--- src/rtl/ascii_to_fifo_pkg.sv ---
// Shared types and constants for the ASCII hex line to 128-bit FIFO word assembler.
package ascii_to_fifo_pkg;

    localparam int unsigned WORD_W  = 128;
    localparam int unsigned NIBBLES = 32;

    localparam logic [7:0] ASCII_LF = 8'h0A;
    localparam logic [7:0] ASCII_CR = 8'h0D;

    typedef enum logic [1:0] {
        StHunt    = 2'd0,
        StCollect = 2'd1,
        StPush    = 2'd2
    } state_e;

endpackage

--- src/rtl/hex_ascii_decode.sv ---
// Combinational ASCII hex digit decoder; lowercase digits optional.
module hex_ascii_decode #(
    parameter bit LOWERCASE_EN = 1'b1
) (
    input  logic [7:0] char_i,
    output logic       is_hex_o,
    output logic [3:0] nibble_o
);

    always_comb begin
        is_hex_o = 1'b0;
        nibble_o = 4'h0;
        if (char_i >= 8'h30 && char_i <= 8'h39) begin
            is_hex_o = 1'b1;
            nibble_o = char_i[3:0];
        end else if (char_i >= 8'h41 && char_i <= 8'h46) begin
            // 'A'..'F' have low nibble 1..6
            is_hex_o = 1'b1;
            nibble_o = char_i[3:0] + 4'd9;
        end else if (LOWERCASE_EN && char_i >= 8'h61 && char_i <= 8'h66) begin
            is_hex_o = 1'b1;
            nibble_o = char_i[3:0] + 4'd9;
        end
    end

endmodule

--- src/rtl/ascii_to_fifo.sv ---
// Assembles LF-framed lines of 32 ASCII hex digits into 128-bit FIFO writes.
module ascii_to_fifo
    import ascii_to_fifo_pkg::*;
#(
    parameter bit LOWERCASE_EN = 1'b1
) (
    input  logic              CLK,
    input  logic              RESET_N,
    input  logic [7:0]        ASCII_DATA,
    input  logic              ASCII_VALID,
    output logic              ASCII_READY,
    input  logic              FIFO_FULL,
    output logic [WORD_W-1:0] FIFO_DATA,
    output logic              FIFO_WRITE,
    output logic              ERROR,
    output logic [7:0]        ERR_COUNT
);

    state_e            state_q, state_d;
    logic [5:0]        cnt_q, cnt_d;
    logic [WORD_W-1:0] data_q, data_d;
    logic              error_q, error_d;
    logic [7:0]        err_cnt_q, err_cnt_d;

    logic       is_hex;
    logic [3:0] nibble;
    logic       accept;
    logic       err_set;

    hex_ascii_decode #(
        .LOWERCASE_EN (LOWERCASE_EN)
    ) u_decode (
        .char_i   (ASCII_DATA),
        .is_hex_o (is_hex),
        .nibble_o (nibble)
    );

    assign ASCII_READY = (state_q != StPush);
    assign FIFO_WRITE  = (state_q == StPush) & ~FIFO_FULL;
    assign accept      = ASCII_VALID & ASCII_READY;

    always_comb begin
        state_d = state_q;
        cnt_d   = cnt_q;
        data_d  = data_q;
        err_set = 1'b0;
        unique case (state_q)
            StHunt: begin
                if (accept && ASCII_DATA == ASCII_LF) begin
                    cnt_d   = 6'd0;
                    state_d = StCollect;
                end
            end
            StCollect: begin
                if (accept && ASCII_DATA != ASCII_CR) begin
                    if (is_hex) begin
                        data_d = {data_q[WORD_W-5:0], nibble};
                        cnt_d  = cnt_q + 6'd1;
                        if (cnt_q == 6'(NIBBLES - 1)) begin
                            state_d = StPush;
                        end
                    end else if (ASCII_DATA == ASCII_LF) begin
                        // A bare LF is a blank line; only a partial line is an error
                        err_set = (cnt_q != 6'd0);
                        cnt_d   = 6'd0;
                    end else begin
                        err_set = 1'b1;
                        cnt_d   = 6'd0;
                        state_d = StHunt;
                    end
                end
            end
            StPush: begin
                if (!FIFO_FULL) begin
                    state_d = StHunt;
                end
            end
            default: state_d = StHunt;
        endcase

        error_d   = err_set;
        err_cnt_d = (err_set && err_cnt_q != 8'hFF) ? err_cnt_q + 8'd1 : err_cnt_q;
    end

    always_ff @(posedge CLK or negedge RESET_N) begin
        if (!RESET_N) begin
            state_q   <= StHunt;
            cnt_q     <= 6'd0;
            data_q    <= '0;
            error_q   <= 1'b0;
            err_cnt_q <= 8'd0;
        end else begin
            state_q   <= state_d;
            cnt_q     <= cnt_d;
            data_q    <= data_d;
            error_q   <= error_d;
            err_cnt_q <= err_cnt_d;
        end
    end

    assign FIFO_DATA = data_q;
    assign ERROR     = error_q;
    assign ERR_COUNT = err_cnt_q;

endmodule

--- config.mk ---
export PLATFORM = sky130hd
export DESIGN_NAME = ascii_to_fifo
export DESIGN_NICKNAME = d
export VERILOG_FILES = /design/src/rtl/ascii_to_fifo_pkg.sv /design/src/rtl/hex_ascii_decode.sv /design/src/rtl/ascii_to_fifo.sv
export SDC_FILE = /design/constraint.sdc
export NUM_CORES = 1
export LEC_CHECK = 0
export BUFFER_PORTS_ARGS = -buffer_cell sky130_fd_sc_hd__buf_4
export CAP_MARGIN = 20
export CELL_PAD_IN_SITES_DETAIL_PLACEMENT = 0
export CELL_PAD_IN_SITES_GLOBAL_PLACEMENT = 1
export CORE_ASPECT_RATIO = 1.4
export CORE_UTILIZATION = 30
export CTS_CLUSTER_DIAMETER = 120
export DETAILED_ROUTE_END_ITERATION = 16
export PLACE_DENSITY = 0.59
export SLEW_MARGIN = 20
export SYNTH_ARGS = -nofsm -noshare
export SYNTH_HDL_FRONTEND = slang
export SYNTH_HIERARCHICAL = 1
export SYNTH_SLANG_ARGS = --single-unit
--- constraint.sdc ---
create_clock -name CLK -period 2.3 [get_ports CLK]
set_clock_uncertainty 0.05 [all_clocks]
set_input_delay 0.115 -clock CLK [delete_from_list [all_inputs] [get_ports CLK]]
set_output_delay 0.115 -clock CLK [all_outputs]
set_load 0.01 [all_outputs]
==> results of run 1 <==
-- cell type report --
cell class                 count  area share
multi-input combinational    231       0.278
clock inverter                11      0.0142
timing repair buffer         171       0.170
inverter                      10     0.00453
tap                          252      0.0381
sequential                   145       0.438
clock buffer                  21      0.0568
-- cells in the final DEF (no fill, tap or decap), types with 3 or more instances in the layout --
cell type      synthesis  final
a211oi_1               4      4
a21oi_1                9      9
and3_1                 3      3
buf_12                 0      9
buf_4                  7    158
clkbuf_16              0     17
clkbuf_8               0      3
dfrtp_1              145    145
dlygate4sd3_1          0      3
ha_1                   6      6
inv_1                  9      9
inv_6                  0      5
mux2_2               132    132
nand2_1                9      9
nand2b_1               6      6
nand3_1                5      5
nor2_1                 3      3
nor3_1                 3      3
o21ai_0                6      6
xor2_1                 3      3
-- tightest hold or removal path: stages --
cell	delay, ns
buf_4	0.15
nor2_8	0.08
a21oi_1	0.12
-- synthesized netlist by cell type, drive strengths merged (2+ instances only) --
| library cell | n |
|---|---|
| a2111oi | 2 |
| a211oi | 5 |
| a21oi | 9 |
| a41oi | 3 |
| and3 | 3 |
| buf | 15 |
| dfrtp | 145 |
| ha | 6 |
| inv | 10 |
| mux2 | 133 |
| nand2 | 9 |
| nand2b | 6 |
| nand3 | 5 |
| nand3b | 2 |
| nor2 | 4 |
| nor3 | 3 |
| nor4b | 3 |
| o211a | 2 |
| o21ai | 7 |
| xor2 | 3 |
-- registers in the layout, indices dropped and copies added, names as in the netlist --
register	count
FIFO_DATA	128
ERR_COUNT	8
cnt_q	6
state_q	2
ERROR	1
-- where the power goes --
part	total (mW)	internal [mW]	switching (mW)	leakage [nW]
clock network	2.72	1.61	1.11	0.284
registers	2.56	2.55	0.00400	2.02
logic	0.148	0.0500	0.0984	1.94
-- metrics by stage --
step | TNS, ns | hold WS (ns) | instances
after floorplan | 0 | -0.231 | 401
after global placement | 0 | 0.0548 | 806
after detailed placement | -0.185 | 0.0637 | 806
after CTS | 0 | 0.0388 | 841
after global routing | 0 | 0.0637 | 841
final | 0 | 0.0578 | 841
-- worst paths after layout --
kind	from	to	slack, ns	depth (start not counted)
worst max register to register	cnt_q[0]	ERR_COUNT[7]	0.22	6
worst max-delay path	cnt_q[0]	ERR_COUNT[7]	0.22	6
worst min register to register	FIFO_DATA[124]	FIFO_DATA[124]	0.46	1
min in group asynchronous	RESET_N	ERR_COUNT[0]	0.17	2
max in group asynchronous	RESET_N	FIFO_DATA[4]	1.34	3
worst min-delay path	ASCII_DATA[6]	ERROR	0.06	3
-- per-layer routing --
| layer | wire length [µm] | vias to the layer above |
|---|---|---|
| met2 | 6680 | 106 |
| li1 | - | 1820 |
| met3 | 1010 | 7 |
| met4 | 125 | 0 |
| met5 | 0 | - |
| met1 | 5540 | 1996 |
-- logic make-up after synthesis --
group / after synthesis / share of synthesized area
and+or+nand+nor: 44 / 0.0522
DFF: 145 / 0.599
buffers and inverters: 25 / 0.0215
AOI/OAI and AO/OA: 44 / 0.0621
xor gates and xnor gates: 3 / 0.00434
adders and majority gates: 6 / 0.0124
muxes: 134 / 0.249
==> results by group, run 1 <==
Finish
  – Fraction of layout cells with a size suffix above 1: 0.589
  – Final instance area: 0.00828 mm²
  – Area of the multi-input gates: 0.00230 mm²
  – Final core utilization: 0.417
  – FF/Latch Area: 0.00363 mm²
  – Fill count: 1,904
  – Nets: 594
  – ANT cells: 0
  – Layout area overhead: 36.6%

Global route
  – Remaining Overflow, GRT: 0
  – Global route hottest layer: met2
  – Initial antenna violation count: 0
  – Largest net degree at the start of global routing: 57
  – Vias in the first global route: 4,160
  – GR Util met3: 0.0536
  – M1 GR Usage: 0.159
  – Gr usage total: 0.135
  – Met2 Resource Use GR: 0.226
  – First-pass GRT wire length: 21.9 mm

STA
  – Tmin final: 2.08 ns
  – RSZ-0062 raised after global routing: no
  – Rel. slew slack: 0.635
  – Setup ws final: 0.219 ns
  – Count of final hold-check violations: 0
  – Fmax: 0.481 GHz
  – Max-slew violations: 0
  – Setup violations, final: 0
  – Crit share post-route: 0.905
  – Worst-Margin Slew: 0.548 ns

Clocking
  – H-tree level count: 4
  – Hold_buf cts: 3
  – Post-CTS setup buffer count: 0
  – Inserted Clock Buffers: 17
  – Library cell used as clock root buffer: clkbuf_16
  – TritonCTS Sinks: 145
  – Post_cts resized: 0
  – Deepest clock path buffer count: 2
  – CTS tree: built
  – Reg clk slew, reported paths: 0.06 ns
  – Worst skew pair latency: 0.41 ns

Die
  – Die area: 0.0208 mm²
  – Core footprint: 0.0198 mm²
  – Die height: 170 µm
  – Rows: 61
  – Starting Density: 0.305
  – Top-Level Pins: 151
  – Die Wd: 122 µm

Setup path
  – Worst path required time: 2.54 ns
  – WS Path Type: register to register
  – Startpoint Class: register
  – CP max FO: 8
  – Crit path max-delay family: compound AO/OA/AOI/OAI gates
  – CP max-delay cell: dfrtp_1
  – Worst Setup End Kind: register
  – Crit path cell chain: inv_1 -> ha_1 -> nor4b_1 -> a41o_2 -> a2111oi_4 -> mux2_1
  – WP buf/inv: 1
  – WP data arrival: 2.32 ns
  – Largest stage delay, worst path: 0.40 ns

Yosys
  – Post-synth top area share: 0.599
  – FFs w/ async S/R, synth: 1.00
  – Mapped Cells: 401
  – Post-synth EDFFs: 0
  – Synth Cell Area: 0.00606 mm²
  – Seq/Total Area, Yosys: 0.599
  – Cell variety after synth: 55
  – Syn nets: 419
  – Synth area leaders: dfrtp_1, mux2_2, ha_1
  – Yosys warning total: 6
  – Syn Area/Cell: 15.1 µm²
  – Most used DFF post-synth: dfrtp_1
  – Synth area leader: dfrtp_1
  – Flops & latches, synth: 145

Run status
  – Status: finished clean

Route
  – Routed wire length: 13.4 mm
  – Initial DRT Pass Iterations: 4
  – Post-DRT Antenna Nets: 0
  – Vias per cell: 4.67
  – DR WL/cell: 15.9 µm
  – Initial DRC Count: 117
  – DRC Markers: 0
  – Routed via count: 3,929

Place
  – Port buffer count: 150
  – Final GP Congestion: 0.751
  – Dpl cell area: 0.00766 mm²
  – Placement Setup Slack: -0.0197 ns
  – Post-DP HPWL: 9.61 mm

Power
  – Leak: 4.25 nW
  – Power Total: 5.43 mW
  – Peak VDD IR: 0.397 mV
  – Power Dens Cells: 655 mW/mm²

Flow run
  – Max Cap Viol: 0

Worst hold path
  – Hold crit path type: input pin to register
Power figures use the tool's default switching activity.
==> run 2, diff against run 1 <==
--- a/config.mk
+++ b/config.mk
@@ -11,6 +11,7 @@
 export CELL_PAD_IN_SITES_GLOBAL_PLACEMENT = 1
 export CORE_ASPECT_RATIO = 1.4
 export CORE_UTILIZATION = 30
+export CTS_BUF_LIST = sky130_fd_sc_hd__clkbuf_2
 export CTS_CLUSTER_DIAMETER = 120
 export DETAILED_ROUTE_END_ITERATION = 16
 export PLACE_DENSITY = 0.59
==> constraint.sdc (replaced) <==
create_clock -name CLK -period 2.3 [get_ports CLK]
set_clock_uncertainty 0.05 [all_clocks]
set_input_delay 0.345 -clock CLK [delete_from_list [all_inputs] [get_ports CLK]]
set_output_delay 0.345 -clock CLK [all_outputs]
set_load 0.01 [all_outputs]
==> run 2 against run 1 <==
Effect of this change: design area down 3.6%; utilization down 1.5 points; clock-buffer cell count down 3; hold slack better by 0.069 ns; largest power group is now sequential cells.
==> results by group, run 2 (synthesized netlist as in run 1, its figures left out) <==
Worst hold path
  – Hold crit path type: input pin to register

Route
  – M1 WL: 5.40 mm
  – Initial DRT Pass Iterations: 4
  – Initial DRC Count: 99
  – DR WL/cell: 15.5 µm
  – Routed wire length: 13.3 mm
  – DR top layer: met4
  – Vias per cell: 4.63
  – Post-DRT Antenna Nets: 0
  – DRC Markers: 0
  – Met2 WL: 6.78 mm
  – Met3 wire len: 1.00 mm
  – Routed via count: 3,971

Power
  – Peak VDD IR: 0.310 mV
  – Int Power: 2.92 mW
  – Power Dens Cells: 506 mW/mm²
  – Gate power share: 0.039
  – Leak: 4.16 nW
  – Power Total: 4.04 mW
  – NetSw: 1.12 mW
  – Sequential power share: 0.635
  – Switching share of power: 0.277
  – Clock power frac: 0.326

STA
  – Max-slew violations: 0
  – Tmin final: 2.30 ns
  – Setup violations, final: 0
  – RSZ-0062 raised after global routing: no
  – Setup ws final: 0.00345 ns
  – Worst-Margin Slew: 0.862 ns
  – Rel. slew slack: 0.426
  – Fmax: 0.435 GHz
  – Crit share post-route: 0.999
  – Count of final hold-check violations: 0
  – Sum Neg Setup Slack: 0 ns

Setup path
  – WP data arrival: 2.84 ns
  – CP max FO: 6
  – WP buf/inv: 3
  – Crit path max-delay family: buffers and inverters
  – Startpoint Class: input pin
  – CP max-delay cell: dlygate4sd3_1
  – Worst path required time: 2.84 ns
  – WS Path Type: input pin to register
  – Worst Setup End Kind: register
  – Largest stage delay, worst path: 0.56 ns
  – Crit path cell chain: dlygate4sd3_1 -> buf_4 -> nand4bb_4 -> a21o_2 -> nand2_1 -> nand2_1 -> nor3_1 -> o2bb2ai_1 -> a311oi_1 -> dlygate4sd3_1

Finish
  – Most frequent cells in the layout: buf_4, dfrtp_1, mux2_2
  – Fill count: 1,952
  – Commonest non-fill, non-tap cell in the layout: buf_4
  – Max reg flops: 128
  – Fraction of layout cells with a size suffix above 1: 0.594
  – Nets: 609
  – FF/Latch Area: 0.00363 mm²
  – Layout area overhead: 31.7%
  – Area of the multi-input gates: 0.00230 mm²

Clocking
  – TritonCTS Sinks: 145
  – CTS tree: built
  – Hold_buf cts: 6
  – Inserted Clock Buffers: 17
  – Post-CTS setup buffer count: 0
  – Library cell used as clock root buffer: clkbuf_2
  – Deepest clock path buffer count: 2
  – H-tree level count: 4
  – Post_cts resized: 0
  – Reg clk slew, reported paths: 0.24 ns
  – Worst skew pair latency: 0.69 ns

Global route
  – First-pass GRT wire length: 21.6 mm
  – Remaining Overflow, GRT: 0
  – Vias in the first global route: 4,115
  – Largest net degree at the start of global routing: 145
  – Initial antenna violation count: 1
  – Gr usage total: 0.135

Place
  – Final GP Congestion: 0.783
  – Port buffer count: 150
  – Placement Setup Slack: -0.222 ns
  – Post-DP HPWL: 9.24 mm

Die
  – Top-Level Pins: 151
  – Die Wd: 122 µm
  – Core footprint: 0.0198 mm²
  – Starting Density: 0.305
  – Die area: 0.0208 mm²
  – Rows: 61
  – Die height: 170 µm

Run status
  – Status: finished clean

Flow run
  – Max Cap Viol: 0
-- run 2: changes by cell type in the layout (fill, tap and decap cells not counted), moves of 2 or more --
cell / previous run / this run
clkbuf_8: 3 / 0
clkbuf_2: 0 / 18
dlygate4sd3_1: 3 / 6
clkbuf_16: 17 / 0
buf_12: 9 / 7
buf_4: 158 / 172
clkinv_2: 0 / 3
-- run 2: layout make-up --
type	count	area share
diodes	1	0.000313
clock buffers	18	0.0113
clock inverters	14	0.0132
inverters	10	0.00470
multi-input cells	231	0.288
flip-flops and latches	145	0.454
well taps	252	0.0395
repair buffers	186	0.188
-- run 2: final timing paths --
kind                                     from            to  slack, ns  depth (start not counted)
worst max-delay path            ASCII_DATA[6]    state_q[0]      0.003                         10
worst min-delay path            ASCII_DATA[3]  FIFO_DATA[3]       0.13                          5
worst max register to register       cnt_q[0]  ERR_COUNT[7]       0.24                          6
worst min register to register       cnt_q[0]      cnt_q[0]       0.48                          1
max in group asynchronous             RESET_N      cnt_q[4]       1.32                          3
min in group asynchronous             RESET_N  ERR_COUNT[2]       0.17                          3
-- run 2: worst register-to-register path: cells and delay by family, from the launching register on --
family                     cells  cell delay (ns)
DFF                            1             0.44
AOI/OAI and AO/OA              2             0.75
and+or+nand+nor                1             0.14
adders and majority gates      1             0.19
buffers and inverters          1             0.06
muxes                          1             0.35
-- run 2: power by group through the flow --
| stage | clock (mW) | combinational (mW) | sequential (mW) |
|---|---|---|---|
| after detailed placement | 0 | 0.157 | 2.61 |
| final | 1.32 | 0.159 | 2.56 |
| after floorplan | 0 | 0.0425 | 2.61 |
| after global placement | 0 | 0.153 | 2.61 |
| after CTS | 1.42 | 0.165 | 2.56 |
| after global routing | 1.50 | 0.181 | 2.57 |
-- run 2: layer usage --
metal / GRT usage / vias up
met5: 0 / -
met4: 0.0445 / 0
met3: 0.0536 / 9
met2: 0.222 / 111
met1: 0.159 / 2001
li1: - / 1850
-- run 2: through the flow --
| step | instances | hold WS (ns) | instance area [µm²] | utilization |
|---|---|---|---|---|
| finish | 857 | 0.127 | 7980 | 0.402 |
| floorplan | 401 | -0.000591 | 6060 | - |
| global route | 857 | 0.0499 | 7980 | 0.402 |
| global placement | 818 | 0.0696 | 7730 | 0.389 |
| detailed placement | 818 | 0.0702 | 7730 | 0.389 |
| CTS | 856 | 0.0207 | 7980 | 0.402 |
==> run 3, diff against run 2 <==
--- a/config.mk
+++ b/config.mk
@@ -10,11 +10,10 @@
 export CELL_PAD_IN_SITES_DETAIL_PLACEMENT = 0
 export CELL_PAD_IN_SITES_GLOBAL_PLACEMENT = 1
 export CORE_ASPECT_RATIO = 1.4
-export CORE_UTILIZATION = 30
-export CTS_BUF_LIST = sky130_fd_sc_hd__clkbuf_2
+export CORE_UTILIZATION = 43
 export CTS_CLUSTER_DIAMETER = 120
 export DETAILED_ROUTE_END_ITERATION = 16
-export PLACE_DENSITY = 0.59
+export PLACE_DENSITY = 0.79
 export SLEW_MARGIN = 20
 export SYNTH_ARGS = -nofsm -noshare
 export SYNTH_HDL_FRONTEND = slang
==> run 3 against run 2 <==
Effect of this change: via count down 1.1%; cell count down 8.6%; utilization grew 19 points; die area fell by 30%; design area grew 3.0%.
==> results by group, run 3 (synthesized netlist as in run 1, its figures left out) <==
Clocking
  – Inserted Clock Buffers: 17
  – Deepest clock path buffer count: 2
  – CTS tree: built
  – Reg clk slew, reported paths: 0.06 ns
  – TritonCTS Sinks: 145
  – H-tree level count: 4
  – Worst skew pair latency: 0.41 ns
  – Library cell used as clock root buffer: clkbuf_16

Global route
  – First-pass GRT wire length: 20.6 mm
  – Vias in the first global route: 4,124
  – Initial antenna violation count: 0
  – Remaining Overflow, GRT: 0
  – Gr usage total: 0.184
  – Largest net degree at the start of global routing: 54

Setup path
  – Reg2reg path depth: 6
  – WS Path Type: register to register
  – CP max FO: 8
  – Crit path cell chain: inv_1 -> ha_1 -> nor4b_1 -> a41o_2 -> a2111oi_4 -> mux2_1
  – Worst Setup End Kind: register
  – Startpoint Class: register
  – Worst path required time: 2.54 ns
  – CP max-delay cell: dfrtp_1
  – Largest stage delay, worst path: 0.40 ns
  – WP data arrival: 2.30 ns
  – R2R Setup Slk: 0.23 ns
  – FF-to-FF End: ERR_COUNT[7]
  – Crit path max-delay family: compound AO/OA/AOI/OAI gates
  – WP buf/inv: 1
  – Reg2reg start: cnt_q[0]

Finish
  – Most frequent cells in the layout: buf_4, dfrtp_1, mux2_2
  – Max reg flops: 128
  – Fraction of layout cells with a size suffix above 1: 0.600
  – Nets: 603
  – Final core utilization: 0.594
  – Layout area overhead: 35.7%
  – Commonest non-fill, non-tap cell in the layout: buf_4
  – ANT cells: 0

Route
  – Post-DRT Antenna Nets: 0
  – Initial DRT Pass Iterations: 6
  – Initial DRC Count: 101
  – Routed wire length: 12.5 mm
  – Routed via count: 3,927
  – DRC Markers: 0
  – Vias per cell: 5.02
  – DR WL/cell: 16.0 µm

STA
  – Crit share post-route: 0.899
  – Count of final hold-check violations: 0
  – Fin Hold WS: 0.122 ns
  – Tmin final: 2.07 ns
  – Setup violations, final: 0
  – Rel. slew slack: 0.654
  – Setup ws final: 0.233 ns
  – Fmax: 0.484 GHz
  – RSZ-0062 raised after global routing: no
  – Worst-Margin Slew: 0.519 ns
  – Sum Neg Setup Slack: 0 ns
  – Max-slew violations: 0

Worst hold path
  – Worst Hold End: state_q[0]
  – Hold crit path type: input pin to register
  – Hold depth: 2
  – HP Start: ASCII_VALID

Place
  – Post-DP HPWL: 8.95 mm
  – Final GP Congestion: 0.748
  – Placement Setup Slack: -0.122 ns
  – Port buffer count: 150

Power
  – Switching share of power: 0.221
  – Leak: 4.28 nW
  – Gate power share: 0.029
  – Power Dens Cells: 652 mW/mm²
  – Sequential power share: 0.478
  – Peak VDD IR: 0.386 mV
  – Int Power: 4.17 mW
  – Clock power frac: 0.493
  – NetSw: 1.18 mW

Flow run
  – Max Cap Viol: 0

Run status
  – Status: finished clean

Die
  – Core footprint: 0.0138 mm²
  – Starting Density: 0.438
  – Rows: 51
  – Top-Level Pins: 151
  – Die area: 0.0146 mm²
  – Die Wd: 102 µm
  – Die height: 142 µm
==> run 3: changes by cell type in the layout (fill, tap and decap cells not counted) <==
cell           previous run  this run
buf_4                   172       171
bufinv_16                 0         1
clkbuf_16                 0        17
clkbuf_2                 18         0
clkbuf_8                  0         2
clkinv_1                  1         0
clkinv_2                  3         2
clkinv_4                  1         2
diode_2                   1         0
dlygate4sd3_1             6         1
inv_8                     1         0
==> run 3: repair_timing <==
item                                   in CTS  in global routing
setup buffers                               0                  0
endpoints found under the hold margin      49                  0
setup endpoints to repair                   0                  0
hold buffers                                1                  0
gates resized for setup                     0                  0
==> run 3: power groups by stage <==
stage / registers, mW / logic, mW / clock network (mW)
finish: 2.56 / 0.158 / 2.64
global route: 2.56 / 0.181 / 2.82
CTS: 2.56 / 0.163 / 2.71
detailed placement: 2.61 / 0.160 / 0
global placement: 2.61 / 0.156 / 0
floorplan: 2.61 / 0.0425 / 0
==> run 3: how the worst max path moves through the flow <==
| stage | startpoint | to | slack [ns] | cells after the start |
|---|---|---|---|---|
| 2_1_floorplan | ASCII_DATA[1] | ERR_COUNT[1] | 0.01 | 8 |
| 3_3_place_gp | ASCII_DATA[1] | FIFO_DATA[68] | -0.07 | 11 |
| 3_5_place_dp | ASCII_DATA[1] | FIFO_DATA[72] | -0.12 | 11 |
| 4_1_cts | cnt_q[0] | ERR_COUNT[7] | 0.22 | 6 |
| 5_1_grt | cnt_q[0] | ERR_COUNT[7] | 0.12 | 6 |
| 6_report | cnt_q[0] | ERR_COUNT[7] | 0.23 | 6 |
==> run 3: stage by stage <==
| stage | instance area [µm²] | instances | power, mW |
|---|---|---|---|
| after floorplan | 6060 | 401 | 2.65 |
| after CTS | 8220 | 783 | 5.43 |
| after detailed placement | 7630 | 750 | 2.77 |
| after global placement | 7630 | 750 | 2.76 |
| final | 8220 | 783 | 5.36 |
| after global routing | 8220 | 783 | 5.56 |
==> run 3: area by class of cell <==
| class | count | area [µm²] |
|---|---|---|
| Inverter | 10 | 37.5 |
| Timing Repair Buffer | 180 | 1450 |
| Fill cell | 1156 | 5630 |
| Tap cell | 185 | 231 |
| Clock buffer | 19 | 453 |
| Multi-Input combinational cell | 231 | 2300 |
| Clock inverter | 13 | 124 |
| Sequential cell | 145 | 3630 |
==> run 3: metal layers <==
| metal | vias to the layer above | wire (µm) | global-route usage |
|---|---|---|---|
| li1 | 1839 | - | - |
| met1 | 1976 | 5190 | 0.222 |
| met2 | 105 | 6500 | 0.306 |
| met3 | 7 | 758 | 0.0653 |
| met4 | 0 | 87 | 0.0541 |
| met5 | - | 0 | 0 |
